===== src/rtl/lsu_pkg.sv =====
`default_nettype none
// ============================================================================
// Module      : lsu_pkg
// Description : Shared types and Funct3 encodings for the load/store unit.
// Revision    : 1.0 - initial release
// ============================================================================
package lsu_pkg;

    typedef enum logic [1:0] {
        IDLE  = 2'd0,
        ISSUE = 2'd1,
        WAIT  = 2'd2,
        RESP  = 2'd3
    } lsu_state_e;

    localparam logic [2:0] F3_B  = 3'b000;
    localparam logic [2:0] F3_H  = 3'b001;
    localparam logic [2:0] F3_W  = 3'b010;
    localparam logic [2:0] F3_BU = 3'b100;
    localparam logic [2:0] F3_HU = 3'b101;

    // Unsigned variants exist only for loads.
    function automatic logic f3_legal(input logic is_load, input logic [2:0] f3);
        logic ok;
        ok = (f3 == F3_B) || (f3 == F3_H) || (f3 == F3_W);
        if (is_load) begin
            ok = ok || (f3 == F3_BU) || (f3 == F3_HU);
        end
        return ok;
    endfunction

endpackage
`default_nettype wire


===== src/rtl/lsu_align.sv =====
`default_nettype none
// ============================================================================
// Module      : lsu_align
// Description : Byte-lane enables, store replication and load extension.
// Revision    : 1.0 - initial release
// ============================================================================
module lsu_align
    import lsu_pkg::*;
(
    input  logic [2:0]  i_funct3,
    input  logic [1:0]  i_addr_lo,
    input  logic [31:0] i_wd,
    input  logic [31:0] i_mem_rd,
    output logic [3:0]  o_we,
    output logic [31:0] o_wd_rep,
    output logic [31:0] o_rd_ext
);

    logic [31:0] w_shifted;

    assign w_shifted = i_mem_rd >> {i_addr_lo, 3'b000};

    always_comb begin
        o_we     = 4'b1111;
        o_wd_rep = i_wd;
        case (i_funct3[1:0])
            2'b00: begin
                o_we     = 4'b0001 << i_addr_lo;
                o_wd_rep = {4{i_wd[7:0]}};
            end
            2'b01: begin
                o_we     = 4'b0011 << {i_addr_lo[1], 1'b0};
                o_wd_rep = {2{i_wd[15:0]}};
            end
            default: begin
                o_we     = 4'b1111;
                o_wd_rep = i_wd;
            end
        endcase
    end

    always_comb begin
        o_rd_ext = w_shifted;
        case (i_funct3)
            F3_B:    o_rd_ext = {{24{w_shifted[7]}}, w_shifted[7:0]};
            F3_BU:   o_rd_ext = {24'd0, w_shifted[7:0]};
            F3_H:    o_rd_ext = {{16{w_shifted[15]}}, w_shifted[15:0]};
            F3_HU:   o_rd_ext = {16'd0, w_shifted[15:0]};
            default: o_rd_ext = w_shifted;
        endcase
    end

endmodule
`default_nettype wire


===== src/rtl/lsu_ctrl.sv =====
`default_nettype none
// ============================================================================
// Module      : lsu_ctrl
// Description : Load/store sequencer between EX/MEM and the data memory.
// Revision    : 1.0 - initial release
// ============================================================================
module lsu_ctrl
    import lsu_pkg::*;
#(
    parameter int DM_ADDRESS  = 9,
    parameter int DATA_W      = 32,
    parameter int MEM_LATENCY = 1
) (
    input  logic                  clk,
    input  logic                  reset,
    input  logic                  req_valid,
    output logic                  req_ready,
    input  logic                  MemRead,
    input  logic                  MemWrite,
    input  logic [DATA_W-1:0]     addr,
    input  logic [DATA_W-1:0]     wd,
    input  logic [2:0]            Funct3,
    output logic [DM_ADDRESS-1:0] mem_a,
    output logic                  mem_re,
    output logic [3:0]            mem_we,
    output logic [DATA_W-1:0]     mem_wd,
    input  logic [DATA_W-1:0]     mem_rd,
    output logic                  rsp_valid,
    output logic [DATA_W-1:0]     rd,
    output logic                  misaligned,
    output logic                  illegal,
    output logic                  stall
);

    // WAIT holds for MEM_LATENCY-1 cycles; counter counts down to zero.
    localparam logic [2:0] c_WAIT_INIT = (MEM_LATENCY > 1) ? 3'(MEM_LATENCY - 2) : 3'd0;

    lsu_state_e              r_state;
    lsu_state_e              w_next;
    logic                    w_accept;
    logic                    w_illegal;
    logic                    w_misaligned;
    logic                    r_is_load;
    logic [2:0]              r_funct3;
    logic [1:0]              r_addr_lo;
    logic [DM_ADDRESS-3:0]   r_word_addr;
    logic [DATA_W-1:0]       r_wd;
    logic [2:0]              r_cnt;
    logic [DATA_W-1:0]       r_rd;
    logic                    r_misaligned;
    logic                    r_illegal;
    logic [3:0]              w_we;
    logic [DATA_W-1:0]       w_wd_rep;
    logic [DATA_W-1:0]       w_rd_ext;
    logic                    w_unused;

    assign w_unused = ^{addr[DATA_W-1:DM_ADDRESS]};

    assign w_accept     = req_valid && (r_state == IDLE) && (MemRead || MemWrite);
    assign w_illegal    = (MemRead && MemWrite) || !f3_legal(MemRead, Funct3);
    assign w_misaligned = !w_illegal &&
                          (((Funct3[1:0] == 2'b01) && addr[0]) ||
                           ((Funct3 == F3_W) && (addr[1:0] != 2'b00)));

    lsu_align u_align (
        .i_funct3  (r_funct3),
        .i_addr_lo (r_addr_lo),
        .i_wd      (r_wd),
        .i_mem_rd  (mem_rd),
        .o_we      (w_we),
        .o_wd_rep  (w_wd_rep),
        .o_rd_ext  (w_rd_ext)
    );

    always_ff @(posedge clk) begin
        if (reset) begin
            r_state <= IDLE;
        end else begin
            r_state <= w_next;
        end
    end

    always_comb begin
        w_next    = r_state;
        req_ready = 1'b0;
        mem_re    = 1'b0;
        mem_we    = 4'b0000;
        rsp_valid = 1'b0;
        case (r_state)
            IDLE: begin
                req_ready = 1'b1;
                if (w_accept) begin
                    w_next = (w_illegal || w_misaligned) ? RESP : ISSUE;
                end
            end
            ISSUE: begin
                mem_re = r_is_load;
                mem_we = r_is_load ? 4'b0000 : w_we;
                w_next = (r_is_load && (MEM_LATENCY > 1)) ? WAIT : RESP;
            end
            WAIT: begin
                if (r_cnt == 3'd0) begin
                    w_next = RESP;
                end
            end
            RESP: begin
                rsp_valid = 1'b1;
                w_next    = IDLE;
            end
            default: w_next = IDLE;
        endcase
    end

    always_ff @(posedge clk) begin
        if (reset) begin
            r_is_load    <= 1'b0;
            r_funct3     <= 3'b000;
            r_addr_lo    <= 2'b00;
            r_word_addr  <= '0;
            r_wd         <= '0;
            r_cnt        <= 3'd0;
            r_rd         <= '0;
            r_misaligned <= 1'b0;
            r_illegal    <= 1'b0;
        end else begin
            if (w_accept) begin
                r_is_load    <= MemRead;
                r_funct3     <= Funct3;
                r_addr_lo    <= addr[1:0];
                r_word_addr  <= addr[DM_ADDRESS-1:2];
                r_wd         <= wd;
                r_misaligned <= w_misaligned;
                r_illegal    <= w_illegal;
            end
            if (r_state == ISSUE) begin
                r_cnt <= c_WAIT_INIT;
            end else if (r_state == WAIT) begin
                r_cnt <= r_cnt - 3'd1;
            end
            // Fault responses bypass ISSUE/WAIT, so rd is untouched for them.
            if (r_is_load && (w_next == RESP) &&
                ((r_state == ISSUE) || (r_state == WAIT))) begin
                r_rd <= w_rd_ext;
            end
        end
    end

    assign mem_a      = {r_word_addr, 2'b00};
    assign mem_wd     = w_wd_rep;
    assign rd         = r_rd;
    assign misaligned = r_misaligned;
    assign illegal    = r_illegal;
    assign stall      = !req_ready;

endmodule
`default_nettype wire


===== config.mk =====
export PLATFORM = sky130hd
export DESIGN_NAME = lsu_ctrl
export DESIGN_NICKNAME = d
export VERILOG_FILES = /design/src/rtl/lsu_pkg.sv /design/src/rtl/lsu_align.sv /design/src/rtl/lsu_ctrl.sv
export SDC_FILE = /design/constraint.sdc
export NUM_CORES = 1
export LEC_CHECK = 0
export BUFFER_PORTS_ARGS = -buffer_cell sky130_fd_sc_hd__buf_2
export CORE_MARGIN = 2
export CORE_UTILIZATION = 30
export DETAILED_ROUTE_END_ITERATION = 12
export MAX_ROUTING_LAYER = met4
export PLACE_DENSITY = 0.59
export SLEW_MARGIN = 0
export SYNTH_ARGS = -nofsm -noshare
export SYNTH_HDL_FRONTEND = slang
export SYNTH_HIERARCHICAL = 1
export SYNTH_SLANG_ARGS = --single-unit

===== constraint.sdc =====
create_clock -name clk -period 3.5 [get_ports clk]
set_input_delay 0.7 -clock clk [delete_from_list [all_inputs] [get_ports clk]]
set_output_delay 0.7 -clock clk [all_outputs]
set_load 0.005 [all_outputs]

; ---- Word-level counts from Yosys, hierarchy flattened
; Cells that the tools add are included.
; Widths: inputs -> output; s select.
[totals]
register_bits = 84
wordCells = 67
[op_classes]
add_sub_neg = 1
n_eq_ne = 13
shifts = 3
mux = 13
n_reduce_logical = 27
[op_table]
columns = operator, n
row1 = $pmux 32 s4, 1
row2 = $pmux 32 s2, 1
row3 = $shr 32x5->32, 1
row4 = $eq 3x3->1 const B, 4
row5 = $logic_not 3->1, 3
row6 = $logic_or 1x1->1, 9
row7 = $logic_and 1x1->1, 8
row8 = $mux 4, 2
row9 = $pmux 2 s4, 1
row10 = $pmux 4 s2, 1
row11 = $eq 2x1->1 const B, 3
row12 = $eq 2x2->1 const B, 3
row13 = $eq 3x1->1 const B, 2
row14 = $mux 2, 3
row15 = $logic_not 2->1, 2
row16 = $mux 1, 4
row17 = $shl 1x2->4 const A, 1
row18 = $shl 2x2->4 const A, 1
row19 = $eq 3x2->1 const B, 1
row20 = $logic_not 1->1, 3
row21 = $sub 3x1->3 const B, 1
row22 = $reduce_bool 2->1, 1
row23 = $reduce_or 2->1, 1

; ---- Longest topological paths before layout
; Gate-level depths: netlist of the first run.
[logic_depth]
depth_word = 17
ltp_mapped = 9
depth_no_buf = 7

; ---- Modules after synthesis
; The synthesis of the first run kept the hierarchy.
[modules_own_cells]
columns = module, n_inst, cells_per_inst, area_each_um2, seq_area_each_um2
row1 = lsu_ctrl, 1, 393, 3473.3, 1681.6
row2 = lsu_align, 1, 186, 1278.7, 0.0

; ---- Worst setup path after synthesis of the first run
; No wires, ideal clock.
[synth_path]
path_type = input to register
startpoint = input port Funct3[2]
endpoint = register r_rd[0], in the netlist rd[0]
setup_ns = 0.072
arrival_ns = 2.069
path_slack_ns = 1.359
cell_stages = 5
path_buffers = 1
cell_sequence = or3b_1 o22a_2 a211oi_4 buf_8 mux2i_1
[synth_between]
elab_chain_cells = 17
[synth_lines]
columns = item, line_no
row1 = start: declaration, lsu_ctrl.sv:22  ; input logic [2:0] Funct3,
row2 = $eq 3x1->1 or $logic_not 3->1 (tied branches), lsu_pkg.sv:25  ; ok = (f3 == F3_B) || (f3 == F3_H) || (f3 == F3_W);
row3 = $logic_or 1x1->1 (2 in series), lsu_pkg.sv:25
row4 = $logic_or 1x1->1 (2 in series), lsu_pkg.sv:27  ; ok = ok || (f3 == F3_BU) || (f3 == F3_HU);
row5 = $mux 1, lsu_pkg.sv:26  ; if (is_load) begin
row6 = $logic_not 1->1, lsu_ctrl.sv:60  ; assign w_illegal = (MemRead && MemWrite) || !f3_legal(MemRead, Funct3);
row7 = $logic_or 1x1->1, lsu_ctrl.sv:60
row8 = $logic_not 1->1, lsu_ctrl.sv:61  ; assign w_misaligned = !w_illegal &&
row9 = $logic_and 1x1->1, lsu_ctrl.sv:61
row10 = $logic_or 1x1->1 (*), lsu_ctrl.sv:93  ; w_next = (w_illegal || w_misaligned) ? RESP : ISSUE;
row11 = $mux 2 (*), lsu_ctrl.sv:93
row12 = $mux 2 (*), lsu_ctrl.sv:92  ; if (w_accept) begin
row13 = $pmux 2 s4 (*), lsu_ctrl.sv:89  ; case (r_state)
row14 = $eq 2x2->1 (*), lsu_ctrl.sv:141  ; if (r_is_load && (w_next == RESP) &&
row15 = $logic_and 1x1->1 (*) (2 in series), lsu_ctrl.sv:141
row16 = end signal: assignment, lsu_ctrl.sv:143  ; r_rd <= w_rd_ext;
row17 = end: declaration, lsu_ctrl.sv:49  ; logic [DATA_W-1:0] r_rd;
; Mark *: on every way between the ends. The rest lies on a longest branch, timed or not.
; A chain may end at the register's enable or synchronous reset.

; ---- Final worst setup path of the first run
[layout_path]
startpoint = register r_funct3[0]
endpoint = output port mem_wd[8]
[layout_between]
elab_chain_cells = 2
[layout_lines]
columns = item, line_no
row1 = start: declaration, lsu_ctrl.sv:44  ; logic [2:0] r_funct3;
row2 = start signal: assignment, lsu_ctrl.sv:128  ; r_funct3 <= Funct3;
row3 = $eq 2x1->1 or $logic_not 2->1 (tied branches), lsu_align.sv:26  ; case (i_funct3[1:0])
row4 = $pmux 32 s2 (*), lsu_align.sv:26
row5 = end: declaration, lsu_ctrl.sv:26  ; output logic [DATA_W-1:0] mem_wd,
; Marks and branches as above.

==> results.cfg, run 1 <==
[setup_path]
worstReg2RegEnd = rd[14]
path_class = reg -> out
rr_worst_depth = 8
slowest_delay_ns = 0.50
worstPathArrival_ns = 1.94
crit_path_end_kind = primary output
worstPathRequired_ns = 2.80
path_max_fanout = 11
r2r_slack_ns = 1.00
cp-start-kind = flop
r2r_start = r_state[1]
slowest_stage = nor2_1
worstPathCellList = nor2_1 > buf_4 > mux2_2 > buf_2

[timing]
finClkSkew_ns = 0.0116
drv_slew = 0
setup_viol = 0
hold_violations = 0
worst_slew_pin_slew_ns = 0.840
grt_setup_unrepaired = false
tns_ns = 0
period_share = 0.755
slew_headroom = 0.440
max_clock_freq_mhz = 378
fin_crit_ns = 2.64

[floorplan]
die_h_um = 130
dieArea_mm2 = 0.0169
die-width_um = 130
ios = 187
initial_utilization = 0.304
num_rows = 46
coreArea_mm2 = 0.0157

[final_layout]
fin_cells = 929
drive_gt1_frac = 0.321
area_delta_synth_final_pct = 24.4
nFillCells = 1681
multi_input_area_mm2 = 0.00274
nNetsFinal = 818
ff_latch_area_mm2 = 0.00168
final_util = 0.378
stdcell_area_mm2 = 0.00591
diodes = 0

[placement]
port_buffers = 161
dp_hpwl_um = 9640
globalplace.congestion = 0.807
dp.cells = 913
place_area_mm2 = 0.00563

[synth]
async_flop_share = 0
ys_seq_area_frac = 0.354
synth_seq_cells = 84
netlist_instances = 579
yosys_warnings = 6
avgSynthCellArea_um2 = 8.21
synth_cell_types = 47
synthesis.area_mm2 = 0.00475
synthFlopType = dfxtp_1
synth-edff-count = 0

[global_routing]
grt_first_pass_wirelength_um = 21300
antenna_found_initial = 0
grt_overflow = 0
grt_pass1_vias = 4026
grt_max_degree = 50
grtUsageTotal = 0.169

[drt]
drc = 0
wl_per_cell_um = 14.8
drt-pass1-iter-count = 5
vias_per_cell = 4.71
drt-total-wl_um = 13700
drtIter0Drc = 222
postRouteAntennaNets = 0
via_count = 4380

[cts]
cts_tree = yes
root_buffer = clkbuf_16
cts.path.max_buffers = 2
clk_pin_slew_worst_paths_ns = 0.07
clk_latency_ns = 0.36
htreeDepth = 3
cts_resized = 0
cts_sinks = 84
cts_setup_buffers = 0
holdBufCountCts = 0
numCtsBuffers = 9

[run_status]
outcome = completed

[min_path]
hold_class = reg -> reg
hold_depth = 2
worstHoldStart = r_wd[17]
min_to = r_wd[17]

[power_and_ir_drop]
total_leakage_power_nw = 2.51
cellPowerDensity_mw_per_mm2 = 543
max-vdd-ir-drop_mv = 0.336

[job]
maxCapViolations = 0
cell families after synthesis:
| family | count (synthesis) | synth area share |
|---|---|---|
| adders and majority gates | 6 | 0.0158 |
| xor gates and xnor gates | 2 | 0.00369 |
| muxes | 76 | 0.168 |
| DFF | 84 | 0.354 |
| AOI/OAI and AO/OA | 109 | 0.138 |
| and+or+nand+nor | 237 | 0.248 |
| buffers and inverters | 64 | 0.0711 |
| other | 1 | 0.000789 |
synthesized netlist by cell type, types with 2 or more instances:
library cell | instances | area (um2)
dfxtp_1 | 84 | 1680
buf_4 | 13 | 97.6
nor2b_1 | 11 | 68.8
nand4_1 | 10 | 62.6
a21o_1 | 2 | 15.0
nand2b_1 | 66 | 413
buf_2 | 6 | 30.0
o21ai_0 | 9 | 45.0
xnor2_1 | 2 | 17.5
nand2_1 | 107 | 402
or2_2 | 8 | 50.1
o21bai_1 | 2 | 15.0
mux2_2 | 26 | 293
nor2_1 | 13 | 48.8
nor3_1 | 2 | 10.0
mux2i_1 | 49 | 490
inv_1 | 8 | 30.0
buf_8 | 3 | 45.0
a21oi_1 | 68 | 340
ha_1 | 6 | 75.1
nand3_1 | 9 | 45.0
a211oi_1 | 8 | 60.1
a22oi_1 | 7 | 52.6
and2_1 | 5 | 31.3
a2111oi_0 | 2 | 17.5
clkbuf_1 | 29 | 109
buf_1 | 4 | 15.0
metrics by stage:
stage          setup WS (ns)  hold WS (ns)  total power, mW
4_1_cts                0.804         0.456             3.26
5_1_grt                0.744         0.472             3.45
3_3_place_gp           0.987         0.439             2.32
2_1_floorplan           1.36         0.433             1.98
6_report               0.856         0.454             3.21
3_5_place_dp           0.968         0.447             2.32
final cells by class:
type,instances,share of cell area
Inverter,8,0.00508
Clock buffer,10,0.0404
Multi-Input combinational cell,432,0.463
Clock inverter,6,0.00804
Sequential cell,84,0.284
Tap cell,216,0.0457
Timing Repair Buffer,173,0.154
power by group:
group | internal [mW] | total, mW | leakage [nW] | switching, mW
combinational | 0.491 | 1.13 | 1.70 | 0.637
clock | 0.504 | 0.925 | 0.127 | 0.422
sequential | 1.07 | 1.16 | 0.683 | 0.0895
worst max-delay path, delay by kind of cell (launching register included):
family,cells,cell delay [ns]
AND/OR/NAND/NOR,1,0.50
buffers and inverters,2,0.45
multiplexers,1,0.34
flip-flops,1,0.31
placed cells by master (no fill, tap or decap), types with 11 or more instances in the layout:
cell type / n
mux2_2: 26
nor2_1: 13
buf_4: 11
dfxtp_1: 84
buf_2: 161
nand2_1: 107
nand2b_1: 66
mux2i_1: 49
nor2b_1: 11
a21oi_1: 68
how the worst max path moves through the flow:
stage,from,end,slack [ns],cells after the start
CTS,r_funct3[0],mem_wd[8],0.80,4
floorplan,Funct3[2],rd[0],1.36,5
finish,r_funct3[0],mem_wd[8],0.86,4
global route,r_funct3[0],mem_wd[8],0.74,4
detailed placement,Funct3[2],rd[13],0.97,6
global placement,Funct3[2],rd[6],0.99,6
state kept, by name, indices dropped and copies added (netlist names):
signal and count:
r_addr_lo 2, r_cnt 3, r_funct3 3, r_state 2
r_wd 32, r_word_addr 7, rd 32, r_is_load 1
illegal 1, misaligned 1
per-layer routing:
metal / up-vias / GRT usage / routed length, um
met5: - / - / 0
met4: 0 / 0.0443 / 159
met2: 147 / 0.266 / 6340
met3: 9 / 0.0508 / 974
met1: 2011 / 0.210 / 6240
li1: 2213 / - / -
Note: power is estimated with default switching activity, not from simulation.
==> run 2: changes to the inputs <==
clock period = 2.6 ns   (was 3.5 ns; I/O delays follow)
==> run 2 against run 1 <==
  * Final cell count increased by 0.32%
  * Clock skew down 0.0066 ns
  * First-iteration DRC count up 0.90%
  * Largest cell class unchanged
  * Sequential share of layout area fell by 0.30 points
  * Critical endpoint is now mem_wd[14]
  * Worst setup slack worse by 0.50 ns
==> results.cfg, run 2 (same netlist as run 1, synthesis figures left out) <==
[floorplan]
die-width_um = 130
coreArea_mm2 = 0.0157
ios = 187
dieArea_mm2 = 0.0169
num_rows = 46
die_h_um = 130
initial_utilization = 0.304

[setup_path]
endpoint = mem_wd[14]
crit_path_end_kind = primary output
r2r_slack_ns = 0.53
rr_worst_depth = 7
worstPathRequired_ns = 2.08
path_max_fanout = 16
crit_start = r_funct3[0]
worstReg2RegEnd = rd[7]
path_class = reg -> out
cp-start-kind = flop
r2r_start = r_state[1]
worstPathArrival_ns = 1.72

[global_routing]
grt_max_degree = 117
grtUsageTotal = 0.168
grt_overflow = 0
antenna_found_initial = 1
grt_pass1_vias = 4103
grt_first_pass_wirelength_um = 21300

[cts]
holdBufCountCts = 0
clk_pin_slew_worst_paths_ns = 0.06
htreeDepth = 3
cts_setup_buffers = 0
cts_tree = yes
cts.path.max_buffers = 2
cts_sinks = 84
cts_resized = 0
root_buffer = clkbuf_16
clk_latency_ns = 0.34
numCtsBuffers = 9

[timing]
max_clock_freq_mhz = 447
period_share = 0.861
finClkSkew_ns = 0.00497
drv_slew = 0
tns_ns = 0
hold_violations = 0
fin_crit_ns = 2.24
setup_viol = 0
grt_setup_unrepaired = false
worst_slew_pin_slew_ns = 0.850
slew_headroom = 0.432

[drt]
drt-pass1-iter-count = 4
postRouteAntennaNets = 0
drtIter0Drc = 224
wl_per_cell_um = 14.7
drt-total-wl_um = 13700
via_count = 4367
drc = 0
vias_per_cell = 4.69

[power_and_ir_drop]
total_leakage_power_nw = 2.55
max-vdd-ir-drop_mv = 0.459
cellPowerDensity_mw_per_mm2 = 751

[final_layout]
nNetsFinal = 820
area_delta_synth_final_pct = 25.8
layout_common_cells = buf_2, nand2_1, dfxtp_1
layout_commonest_cell = buf_2
drive_gt1_frac = 0.320
fin_cells = 932

[placement]
globalplace.congestion = 0.847
port_buffers = 161
dp_hpwl_um = 9590
dp.cells = 915

[min_path]
hold_class = in -> reg

[run_status]
outcome = completed

[job]
maxCapViolations = 0
run 2: cell count changes in the layout (fill, tap and decap cells not counted):
cell and delta:
clkinvlp_4 -3, buf_12 +1, bufinv_16 +2, clkinv_4 -1, buf_4 +1, clkbuf_1 +2
inv_6 -1, diode_2 +1, clkinv_2 +1
run 2: cell type report:
cell class | instances | area, um2
Tap cell | 216 | 270
Inverter | 8 | 30.0
Sequential cell | 84 | 1680
Timing Repair Buffer | 175 | 936
Multi-Input combinational cell | 432 | 2740
Fill cell | 1700 | 9680
Clock buffer | 12 | 246
Clock inverter | 4 | 72.6
Antenna cell | 1 | 2.50
run 2: power breakdown:
| group | total, mW | internal, mW | switching [mW] |
|---|---|---|---|
| clock | 1.39 | 0.867 | 0.523 |
| combinational | 1.54 | 0.674 | 0.863 |
| sequential | 1.56 | 1.44 | 0.121 |
run 2: worst min path at each step:
stage / startpoint / endpoint / cells after the start
finish: addr[7] / r_word_addr[5] / 3
global route: addr[4] / r_word_addr[2] / 3
CTS: addr[7] / r_word_addr[5] / 3
detailed placement: r_wd[22] / r_wd[22] / 2
global placement: r_wd[17] / r_wd[17] / 2
floorplan: r_wd[16] / r_wd[16] / 2
run 2: metal layers:
| metal | part of all wire | vias up | track usage |
|---|---|---|---|
| met5 | 0 | - | - |
| met4 | 0.016 | 0 | 0.0538 |
| met3 | 0.071 | 14 | 0.0541 |
| met2 | 0.46 | 135 | 0.267 |
| met1 | 0.45 | 2008 | 0.201 |
| li1 | - | 2210 | - |
run 2: critical path: stages, from the launching register on:
cell and delay, ns:
dfxtp_1 0.31, buf_4 0.18, nor2_1 0.11, buf_4 0.27
mux2_2 0.39, buf_2 0.13
run 2: metrics by stage:
step	util	hold WS [ns]	cell area, um2	total power [mW]	setup WS, ns
after floorplan	-	0.433	4760	2.66	0.563
after global placement	0.361	0.440	5650	3.14	0.404
after detailed placement	0.361	0.447	5650	3.15	0.371
after CTS	0.382	0.391	5970	4.57	0.254
after global routing	0.382	0.400	5980	4.82	0.198
final	0.382	0.409	5980	4.49	0.360
==> run 3: changes to the inputs <==
PLACE_DENSITY = 0.6   (was 0.59)
SYNTH_HIERARCHICAL = default   (was 1)
clock period = 2.57 ns   (was 2.6 ns; I/O delays follow)
==> run 3 against run 2 <==
  * Die area fell by 13%
  * Combinational power fell by 16%
  * Total power fell by 1.7%
  * Clock power rose by 9%
  * Cell area fell by 9.9%
  * Hold slack got worse by 0.0051 ns
  * Flip-flop and latch count did not move
  * Critical path depth rose by 3
  * Global-route usage rose by 0.74 points
  * Final cell count fell by 10%
  * Largest cell class unchanged
  * Largest power group unchanged
  * Highest routed layer unchanged
==> results.cfg, run 3 <==
[floorplan]
die_h_um = 121
num_rows = 42
coreArea_mm2 = 0.0133
initial_utilization = 0.309
dieArea_mm2 = 0.0147
ios = 187
die-width_um = 121

[global_routing]
use_met1 = 0.210
met3_usage = 0.0470
grt_first_pass_wirelength_um = 19500
grt_pass1_vias = 3835
grt_max_degree = 47
busiest_layer = met2
grt.met2_usage = 0.281
antenna_found_initial = 1
grt_overflow = 0
grtUsageTotal = 0.175

[final_layout]
nNetsFinal = 763
layout_common_cells = buf_2, nand2_1, dfxtp_1
stdcell_area_mm2 = 0.00538
layout_commonest_cell = buf_2
drive_gt1_frac = 0.333
area_delta_synth_final_pct = 30.5
nFillCells = 1383

[drt]
postRouteAntennaNets = 0
drt-total-wl_um = 12500
drt-pass1-iter-count = 5
vias_per_cell = 4.86
drtIter0Drc = 268
drc = 0
wl_per_cell_um = 15.0
via_count = 4058

[synth]
synth_area_leaders = dfxtp_1, nand2_1, a21oi_1
async_flop_share = 0
yosys_warnings = 0
yosysTopAreaCell = dfxtp_1
synthAdderAreaFrac = 0.0182
synth_seq_cells = 84
synth-edff-count = 0
synthSimpleGateAreaFrac = 0.185
netlist_instances = 514
synth.area.mux_share = 0.149
synth_most_common_cell = nand2_1
avgSynthCellArea_um2 = 8.03
synthesis.area_mm2 = 0.00413
synth_top_cells_by_count = nand2_1, dfxtp_1, a21oi_1
synthFlopType = dfxtp_1
synth_xor_xnor_area_share = 0.00212
netlist.area_leader.share = 0.408
synth_top_family_by_area = simple AND/OR/NAND/NOR gates
synth_compound_area_frac = 0.170
synth_cell_types = 39
ys_seq_area_frac = 0.408

[timing]
finClkSkew_ns = 0.00724
drv_slew = 0
setup_slack_ns = 0.376
slew_headroom = 0.408
max_clock_freq_mhz = 456
setup_viol = 0
hold_violations = 0
fin_crit_ns = 2.19
period_share = 0.854
grt_setup_unrepaired = false
tns_ns = 0
worst_slew_pin_slew_ns = 0.881

[cts]
numCtsBuffers = 9
cts_resized = 0
cts.path.max_buffers = 2
htreeDepth = 3
cts_tree = yes
cts_sinks = 84
holdBufCountCts = 0
clk_pin_slew_worst_paths_ns = 0.06
root_buffer = clkbuf_16
cts_setup_buffers = 0
clk_latency_ns = 0.34

[run_status]
outcome = completed

[placement]
port_buffers = 161
place_ws_ns = 0.248
place_area_mm2 = 0.00503
globalplace.congestion = 0.847
dp_hpwl_um = 9160

[min_path]
min_to = r_wd[4]
hold_depth = 3
hold_class = in -> reg
worstHoldStart = wd[4]

[setup_path]
cp-start-kind = flop
crit_path_end_kind = flop
path_max_fanout = 16
worstPathCellList = inv_1 > ha_1 > o211ai_1 > a211oi_1 > a211oi_4 > and3_1 > buf_4 > a211oi_1
r2r_start = r_state[1]
worstPathRequired_ns = 2.83
rr_worst_depth = 8
worstReg2RegEnd = rd[31]
worstPathArrival_ns = 2.45
crit_top_cell = a211oi_1
slowest_stage = a211oi_1
slowest_delay_ns = 0.54
path_class = reg -> reg
r2r_slack_ns = 0.38

[job]
maxCapViolations = 0

[power_and_ir_drop]
max-vdd-ir-drop_mv = 0.377
total_leakage_power_nw = 2.29
cellPowerDensity_mw_per_mm2 = 820
p_total_mw = 4.42
-- run 3: area by class of cell --
type / count / area, um2 / area share
Antenna cell: 1 / 2.50 / 0.000465
Clock buffer: 10 / 239 / 0.0444
Clock inverter: 6 / 111 / 0.0207
Inverter: 8 / 30.0 / 0.00558
Multi-Input combinational cell: 374 / 2180 / 0.405
Sequential cell: 84 / 1680 / 0.312
Tap cell: 176 / 220 / 0.0409
Timing Repair Buffer: 176 / 918 / 0.171
-- run 3: per-stage QoR --
step                 util  hold WS, ns  instances
floorplan               -        0.433        515
global placement    0.377        0.438        818
detailed placement  0.377        0.446        818
CTS                 0.403        0.392        834
global route        0.403        0.402        835
finish              0.403        0.404        835
-- run 3: worst max path at each step --
stage / cells after the start / from / slack (ns) / to
after floorplan: 10 / r_state[0] / 0.48 / rd[21]
after global placement: 7 / Funct3[1] / 0.27 / rd[31]
after detailed placement: 7 / Funct3[1] / 0.25 / rd[17]
after CTS: 8 / r_state[1] / 0.34 / rd[17]
after global routing: 8 / r_state[1] / 0.17 / rd[19]
final: 8 / r_state[1] / 0.38 / rd[31]
-- run 3: routing by layer --
layer,routed length [um],up-vias
met1,5270,1843
met3,1100,14
met2,5930,182
met4,190,0
met5,0,-
li1,-,2019
-- run 3: worst max-delay path: cells and delay by family, from the launching register on --
kind / cells / cell delay (ns)
AO/OA/AOI/OAI: 4 / 1.11
flip-flops: 1 / 0.35
buffers and inverters: 2 / 0.30
AND/OR/NAND/NOR: 1 / 0.18
adder cells (fa/ha/maj): 1 / 0.17
-- run 3: power breakdown --
part           internal [mW]  switching (mW)  leakage (nW)
Sequential              1.47           0.127         0.683
Combinational          0.551           0.751          1.44
Clock                  0.976           0.541         0.169
Total                   3.00            1.42          2.29
-- run 3: cell families after synthesis --
kind of cell,count (synthesis)
fa+ha+maj,6
other cells,1
simple gates,188
xor+xnor,1
compound gates,120
flops,84
buf+inv,57
mux,57
